===== config.mk =====
export PLATFORM = sky130hd
export DESIGN_NAME = seq_shift_unit
export DESIGN_NICKNAME = d
export VERILOG_FILES = /design/src/rtl/seq_shift_unit.sv
export SDC_FILE = /design/constraint.sdc
export NUM_CORES = 1
export LEC_CHECK = 0
export CAP_MARGIN = 40
export CORE_MARGIN = 3
export CORE_UTILIZATION = 30
export CTS_CLUSTER_SIZE = 40
export DETAILED_ROUTE_END_ITERATION = 10
export SLEW_MARGIN = 20
export SYNTH_ARGS = -nofsm -noshare
export SYNTH_HDL_FRONTEND = slang
export SYNTH_SLANG_ARGS = --single-unit

===== constraint.sdc =====
create_clock -name CLK -period 3 [get_ports CLK]
set_input_delay 0.6 -clock CLK [delete_from_list [all_inputs] [get_ports CLK]]
set_output_delay 0.6 -clock CLK [all_outputs]
set_load 0.005 [all_outputs]

===== src/rtl/seq_shift_unit.sv =====
// Multi-cycle LSL/LSR/ASR/ROL shifter: up to STEP positions per clock, Done pulses 1+ceil(Shamt/STEP) edges after accept.
// Start is only taken in IDLE or DONE and is ignored while shifting; Result/Carry hold until the next acceptance.
module seq_shift_unit #(
  parameter int W    = 8,
  parameter int SHW  = 4,
  parameter int STEP = 1
) (
  input  logic           CLK,
  input  logic           Reset,
  input  logic           Start,
  input  logic [W-1:0]   Source,
  input  logic [SHW-1:0] Shamt,
  input  logic [1:0]     Mode,
  output logic           Busy,
  output logic           Done,
  output logic [W-1:0]   Result,
  output logic           Carry
);

  typedef enum logic [1:0] {S_IDLE, S_SHIFT, S_DONE} state_t;

  localparam logic [1:0] M_LSL = 2'b00;
  localparam logic [1:0] M_LSR = 2'b01;
  localparam logic [1:0] M_ASR = 2'b10;

  state_t         state_q, state_d;
  logic [W-1:0]   work_q, work_d;
  logic [SHW-1:0] rem_q, rem_d;
  logic [1:0]     mode_q, mode_d;
  logic           carry_q, carry_d;

  logic [SHW-1:0] k;
  logic [W-1:0]   shifted;
  logic [W-1:0]   pre_l, pre_r;
  logic           cout;

  always_ff @(posedge CLK or posedge Reset) begin
    if (Reset) begin
      state_q <= S_IDLE;
      work_q  <= '0;
      rem_q   <= '0;
      mode_q  <= '0;
      carry_q <= 1'b0;
    end else begin
      state_q <= state_d;
      work_q  <= work_d;
      rem_q   <= rem_d;
      mode_q  <= mode_d;
      carry_q <= carry_d;
    end
  end

  // k = min(STEP, rem); shifting by k-1 first exposes the last bit to leave at the register edge.
  always_comb begin
    k       = (int'(rem_q) < STEP) ? rem_q : SHW'(STEP);
    pre_l   = work_q << (k - SHW'(1));
    pre_r   = work_q >> (k - SHW'(1));
    shifted = work_q;
    cout    = 1'b0;
    case (mode_q)
      M_LSL: begin
        shifted = work_q << k;
        cout    = pre_l[W-1];
      end
      M_LSR: begin
        shifted = work_q >> k;
        cout    = pre_r[0];
      end
      M_ASR: begin
        shifted = W'($signed(work_q) >>> k);
        cout    = pre_r[0];
      end
      default: begin
        shifted = (work_q << k) | (work_q >> (W - int'(k)));
        cout    = shifted[0];
      end
    endcase
  end

  always_comb begin
    state_d = state_q;
    work_d  = work_q;
    rem_d   = rem_q;
    mode_d  = mode_q;
    carry_d = carry_q;
    case (state_q)
      S_SHIFT: begin
        work_d  = shifted;
        carry_d = cout;
        rem_d   = rem_q - k;
        state_d = (rem_q == k) ? S_DONE : S_SHIFT;
      end
      default: begin
        if (state_q == S_DONE) state_d = S_IDLE;
        if (Start) begin
          work_d  = Source;
          rem_d   = Shamt;
          mode_d  = Mode;
          carry_d = 1'b0;
          state_d = (Shamt == '0) ? S_DONE : S_SHIFT;
        end
      end
    endcase
  end

  assign Busy   = (state_q != S_IDLE);
  assign Done   = (state_q == S_DONE);
  assign Result = work_q;
  assign Carry  = carry_q;

endmodule

==> out/metrics.cfg, run 1 <==
[routing]
drtPass1Iterations = 5
wl_per_cell_um = 15.12
drt_wl_total_um = 4008
detail_route.iter0.violations = 145
viasPerCell = 5.306
ant_nets = 0
vias = 1406
remaining_drc_errors = 0

[global_route]
overflow = 0
grt_usage_pct = 13.79
grt_pass1_vias = 1284
grt_pass1_wl_um = 6651
antenna_found_initial = 0
grt_max_degree = 20

[worst_setup_path]
r2r-start = rem_q[0]$_DFFE_PP0P_
r2r-end = Carry$_DFFE_PP0P_
crit_start = rem_q[0]$_DFFE_PP0P_
crit_path_cell_trace = or4_4, clkinv_2, ha_1, mux2_2, a32o_1, a21oi_1, o211ai_1
reg2reg_depth = 7
cpPeakStageDelay_ns = 0.65
required_ns = 3.13
cp_top_family = simple AND/OR/NAND/NOR gates
path_depth = 7
path_buf_inv = 1
cp_slowest_cell = or4_4
path_class = reg -> reg
endpoint_kind = flop
reg2reg_slack_ns = 0.53
endpoint = Carry$_DFFE_PP0P_
cp.arrival_ns = 2.60
critPathMaxFanout = 14
critPathLaunchType = flop

[layout]
fin_area_um2 = 1852
diodes = 0
drive_gt1_share_pct = 11.00
area_growth_pct = 25.42
nets = 224
utilization_pct = 40.57
layout_common_cells = clkdlybuf4s50_1 (27), nand2_1 (23), dfrtp_1 (17), o21ai_0 (17)
layout.cells.most_common = clkdlybuf4s50_1
final_cells = 265

[timing]
timing.setup.tns_ns = 0
hold_viol = 0
finalCriticalPeriod_ns = 2.470
holdWs_ns = 0.5397
slew_viol_final = 0
fin_crit_sh_pct = 82.33
relSlewSlack_pct = 53.18
fmax_ghz = 0.4049
fin_skew_ns = 0.005532
tightestPinTransition_ns = 0.7015
timing.final.ws_setup_ns = 0.5300
setup_violations = 0
rsz0062_at_grt = no

[pwr]
p_int_mw = 1.068
ir_drop_mv = 0.4154
swShare_pct = 45.60
p_leak_nw = 0.8019
power_density_nw_per_um2 = 1061
p_comb_share_pct = 65.6
totalPowerFinal_mw = 1.964
p_sw_uw = 895.7
p_clk_share_pct = 8.9
seq_power_share_pct = 25.5

[die]
die-height_um = 76.15
rows = 24
die_width_um = 76.15
io-pin-count = 28
start_util_pct = 32.35
die_area_um2 = 5799
core_area_um2 = 4564

[synthesis]
netlist_instances = 176
ys_types = 45
synth_area_per_cell_um2 = 8.389
synth_edf_count = 0
ys_ff_latch = 17
synth.top_cell.area_share_pct = 28.81
async_reset_ff_share_pct = 100.0
ys_warn_count = 0
synthFlopType = dfrtp_1
synth_area_leaders = dfrtp_1 (29%), mux2i_1 (8.1%), mux4_2 (6.1%)
syn_area_um2 = 1476
syn_nets = 199
synth_top_cell_by_area = dfrtp_1
yosysSeqAreaShare_pct = 28.81

[placed_design]
hpwl_um = 2889
port_buffers = 27
dpl_cell_area_um2 = 1807
post-place-ws_ns = 0.5312
routabilityCongestion = 0.8903
dp_cells = 261

[clocking]
cts_tree = yes
clkSlewWorstSetupHoldPaths_ns = 0.07
cts_setup_buffers = 0
root_buffer = clkbuf_8
cts_hold_buf = 0
clockBufferDepth = 2
worstSkewPairLatency_ns = 0.25
htree_levels = 1
cts_buffers = 3
cts.sinks = 17
cts_resized = 0

[job]
cap_violations = 0

[min_path]
hold_class = reg -> reg

[status]
outcome = completed

[cell families after synthesis]
group | Yosys count | share of synthesized area [%]
and+or+nand+nor | 57 | 17.97
AOI/OAI and AO/OA | 50 | 23.48
buffers and inverters | 26 | 7.881
muxes | 19 | 16.53
adders and majority gates | 6 | 5.085
DFF | 17 | 28.81
other | 1 | 0.2540
[sequential cells by signal, summed over array words and instances (netlist names)]
| name | flops |
|---|---|
| Carry | 1 |
| state_q | 2 |
| Result | 8 |
| rem_q | 4 |
| mode_q | 2 |
[worst reg2reg max path, delay by kind of cell, from the launching register on]
kind	cells	cell delay, ns
AND/OR/NAND/NOR	1	0.65
AO/OA/AOI/OAI	3	0.43
adder cells (fa/ha/maj)	1	0.42
flip-flops	1	0.41
multiplexers	1	0.36
buffers and inverters	1	0.08
[area by class of cell]
type,instances,area [um^2]
well taps,65,81.33
fillers,495,2713
clock buffers,4,45.04
repair buffers,33,315.3
inverters,13,50.05
multi-input cells,133,934.6
flip-flops and latches,17,425.4
[worst min path at each step]
stage,from,to,slack (ns),depth (start not counted)
after floorplan,rem_q[3]$_DFFE_PP0P_,rem_q[3]$_DFFE_PP0P_,0.49,2
after global placement,rem_q[0]$_DFFE_PP0P_,rem_q[0]$_DFFE_PP0P_,0.52,1
after detailed placement,rem_q[0]$_DFFE_PP0P_,rem_q[0]$_DFFE_PP0P_,0.53,1
after CTS,rem_q[0]$_DFFE_PP0P_,rem_q[0]$_DFFE_PP0P_,0.54,1
after global routing,rem_q[0]$_DFFE_PP0P_,rem_q[0]$_DFFE_PP0P_,0.57,1
final,rem_q[0]$_DFFE_PP0P_,rem_q[0]$_DFFE_PP0P_,0.54,1
[routing by layer]
metal / vias to the layer above / routed length (um) / share of wire, % / global-route usage (%)
li1: 687 / - / - / -
met1: 663 / 1964 / 49 / 20.19
met2: 52 / 1753 / 44 / 20.48
met3: 4 / 268 / 6.7 / 3.191
met4: 0 / 22 / 0.55 / 3.261
met5: - / 0 / 0 / 0
[synthesized netlist by cell type, drive strengths merged, types with 2 or more instances]
cell type,instances
buf,4
a221o,2
or4,2
a31oi,3
clkbuf,9
a21oi,4
and2,2
nand3,6
a22oi,3
mux4,4
mux2,3
dfrtp,17
nand2b,3
nor2,12
or2,2
nand2,23
a211oi,2
nor4,2
o211a,3
inv,12
nor3,2
mux2i,12
nor2b,3
o211ai,3
ha,6
o21ai,18
[power groups by stage]
stage	sequential (mW)	clock (mW)	combinational (mW)
finish	0.501	0.175	1.29
floorplan	0.451	0	0.941
global route	0.519	0.189	1.43
detailed placement	0.501	0	1.28
global placement	0.502	0	1.28
CTS	0.497	0.181	1.28
(Power assumes the default switching activity.)
==> run 2: changes to the inputs <==
- clock period: 3 -> 2.1 ns (I/O delays scaled with it)
==> out/metrics.cfg, run 2 (synthesis results as in run 1) <==
[min_path]
hold_class = in -> async

[pwr]
p_comb_share_pct = 68.8  ; +3.2 points
p_int_mw = 1.681  ; +57%
seq_power_share_pct = 23.0  ; -2.5 points
ir_drop_mv = 0.4682  ; +13%
p_clk_share_pct = 8.2  ; -0.7 points
p_leak_nw = 0.8579  ; +7.0%
power_density_nw_per_um2 = 1536  ; +45%
swShare_pct = 44.39  ; -1.2 points
p_sw_mw = 1.342  ; +50%

[routing]
viasPerCell = 5.308  ; about the same
remaining_drc_errors = 0  ; unchanged
ant_nets = 0  ; unchanged
drt_wl_total_um = 4250  ; +6.0%
wl_per_cell_um = 15.40  ; +1.8%
vias = 1465  ; +4.2%
detail_route.iter0.violations = 158  ; +9.0%
drtPass1Iterations = 4  ; -1

[global_route]
grt_max_degree = 18  ; -10%
grt_pass1_vias = 1409  ; +9.7%
antenna_found_initial = 0  ; unchanged
grt_pass1_wl_um = 7065  ; +6.2%
grt_usage_pct = 14.87  ; +1.1 points
overflow = 0  ; unchanged

[layout]
utilization_pct = 43.09  ; +2.5 points
nets = 235  ; +4.9%
drive_gt1_share_pct = 16.59  ; +5.6 points
diodes = 0  ; unchanged
layout.cells.most_common = clkdlybuf4s50_1
largest_reg_flops = 8  ; unchanged
layout_common_cells = clkdlybuf4s50_1 (27), nand2_1 (23), dfrtp_1 (17)
area_growth_pct = 33.22

[clocking]
worstSkewPairLatency_ns = 0.25  ; about the same
cts.sinks = 17  ; unchanged
htree_levels = 1  ; unchanged
cts_tree = yes
clkSlewWorstSetupHoldPaths_ns = 0.07  ; about the same
clockBufferDepth = 2  ; unchanged
cts_buffers = 3  ; unchanged
root_buffer = clkbuf_8

[timing]
setup_violations = 0  ; unchanged
slew_viol_final = 0  ; unchanged
rsz0062_at_grt = yes
relSlewSlack_pct = 59.14  ; +6.0 points
holdWs_ns = 0.4844  ; -0.05528 ns
tightestPinTransition_ns = 0.6129  ; -0.08861 ns
hold_viol = 0  ; unchanged
fmax_ghz = 0.4785  ; +18%
fin_crit_sh_pct = 99.52  ; +17 points
finalCriticalPeriod_ns = 2.090  ; -0.3801 ns
fin_skew_ns = 0.004363  ; -0.001168 ns

[worst_setup_path]
path_class = reg -> reg
crit_start = rem_q[0]$_DFFE_PP0P_
endpoint_kind = flop
cp.arrival_ns = 2.26  ; -0.34 ns
r2r-start = rem_q[0]$_DFFE_PP0P_
critPathLaunchType = flop
required_ns = 2.27  ; -0.86 ns
critPathMaxFanout = 8  ; -6

[placed_design]
hpwl_um = 3075  ; +6.4%
routabilityCongestion = 0.9197  ; +3.3%
port_buffers = 27  ; unchanged

[die]
die_width_um = 76.15  ; unchanged
io-pin-count = 28  ; unchanged
core_area_um2 = 4564  ; unchanged
die-height_um = 76.15  ; unchanged
rows = 24  ; unchanged
die_area_um2 = 5799  ; unchanged
start_util_pct = 32.35  ; unchanged

[job]
cap_violations = 0  ; unchanged

[status]
outcome = completed

==> run 2: routing by layer <==
layer	track usage [%]	wire length, um
met1	20.17	1958
met2	22.78	1899
met3	4.255	308
met4	4.710	85
met5	0	0
==> run 2: timing repair <==
item | 4_1_cts | 5_1_grt
endpoints found under the setup margin | 1 | 5
setup buffers | 2 | 0
pin swaps | 1 | 4
resized for setup | 0 | 2
hold buffers | 0 | 0
hold endpoints to repair | 0 | 0
==> run 2: path summary, 6_finish.rpt <==
path / slack [ns] / cells past startpoint / endpoint
worst min-delay path: 0.48 / 3 / Result[1]$_DFFE_PP0P_
max in group asynchronous: 1.41 / 3 / mode_q[0]$_DFFE_PP0P_
worst max register to register: 0.01 / 8 / Result[2]$_DFFE_PP0P_
worst max-delay path: 0.01 / 8 / Result[2]$_DFFE_PP0P_
worst min register to register: 0.52 / 2 / Carry$_DFFE_PP0P_
min in group CLK: 0.52 / 2 / Carry$_DFFE_PP0P_
==> run 2: power by group through the flow <==
stage               clock (mW)  combinational [mW]  sequential, mW
floorplan                    0                1.39           0.644
global placement             0                2.02           0.700
detailed placement           0                2.02           0.697
CTS                      0.259                2.06           0.692
global route             0.271                2.31           0.720
finish                   0.248                2.08           0.697
==> run 2: metrics by stage <==
step	instance area [um^2]	total power [mW]	instances	TNS [ns]	setup slack, ns
after detailed placement	1903	2.717	270	0	0.01209
after CTS	1963	3.011	276	0	0.006501
after global placement	1903	2.724	270	0	0.02354
final	1967	3.022	276	0	0.01013
after global routing	1967	3.299	276	-0.1637	-0.05507
after floorplan	1506	2.039	176	0	0.06174
==> run 2: area by class of cell <==
type,count,area [um^2]
fillers,491,2597
well taps,65,81.33
repair buffers,44,410.4
inverters,13,53.80
clock buffers,4,45.04
flip-flops and latches,17,425.4
multi-input cells,133,950.9
==> run 2: critical path, stage by stage, from the launching register on <==
cell	delay, ns
dfrtp_1	0.38
or4_4	0.56
clkinv_4	0.10
ha_4	0.24
buf_4	0.16
nand2b_1	0.13
o21ai_0	0.16
a21oi_1	0.08
a211oi_2	0.21
==> run 3: changes to the inputs <==
- ABC_CLOCK_PERIOD_IN_PS: not set -> 2100
==> results of run 3 <==
No change in the layout: final DEF, timing and power equal those of run 2.
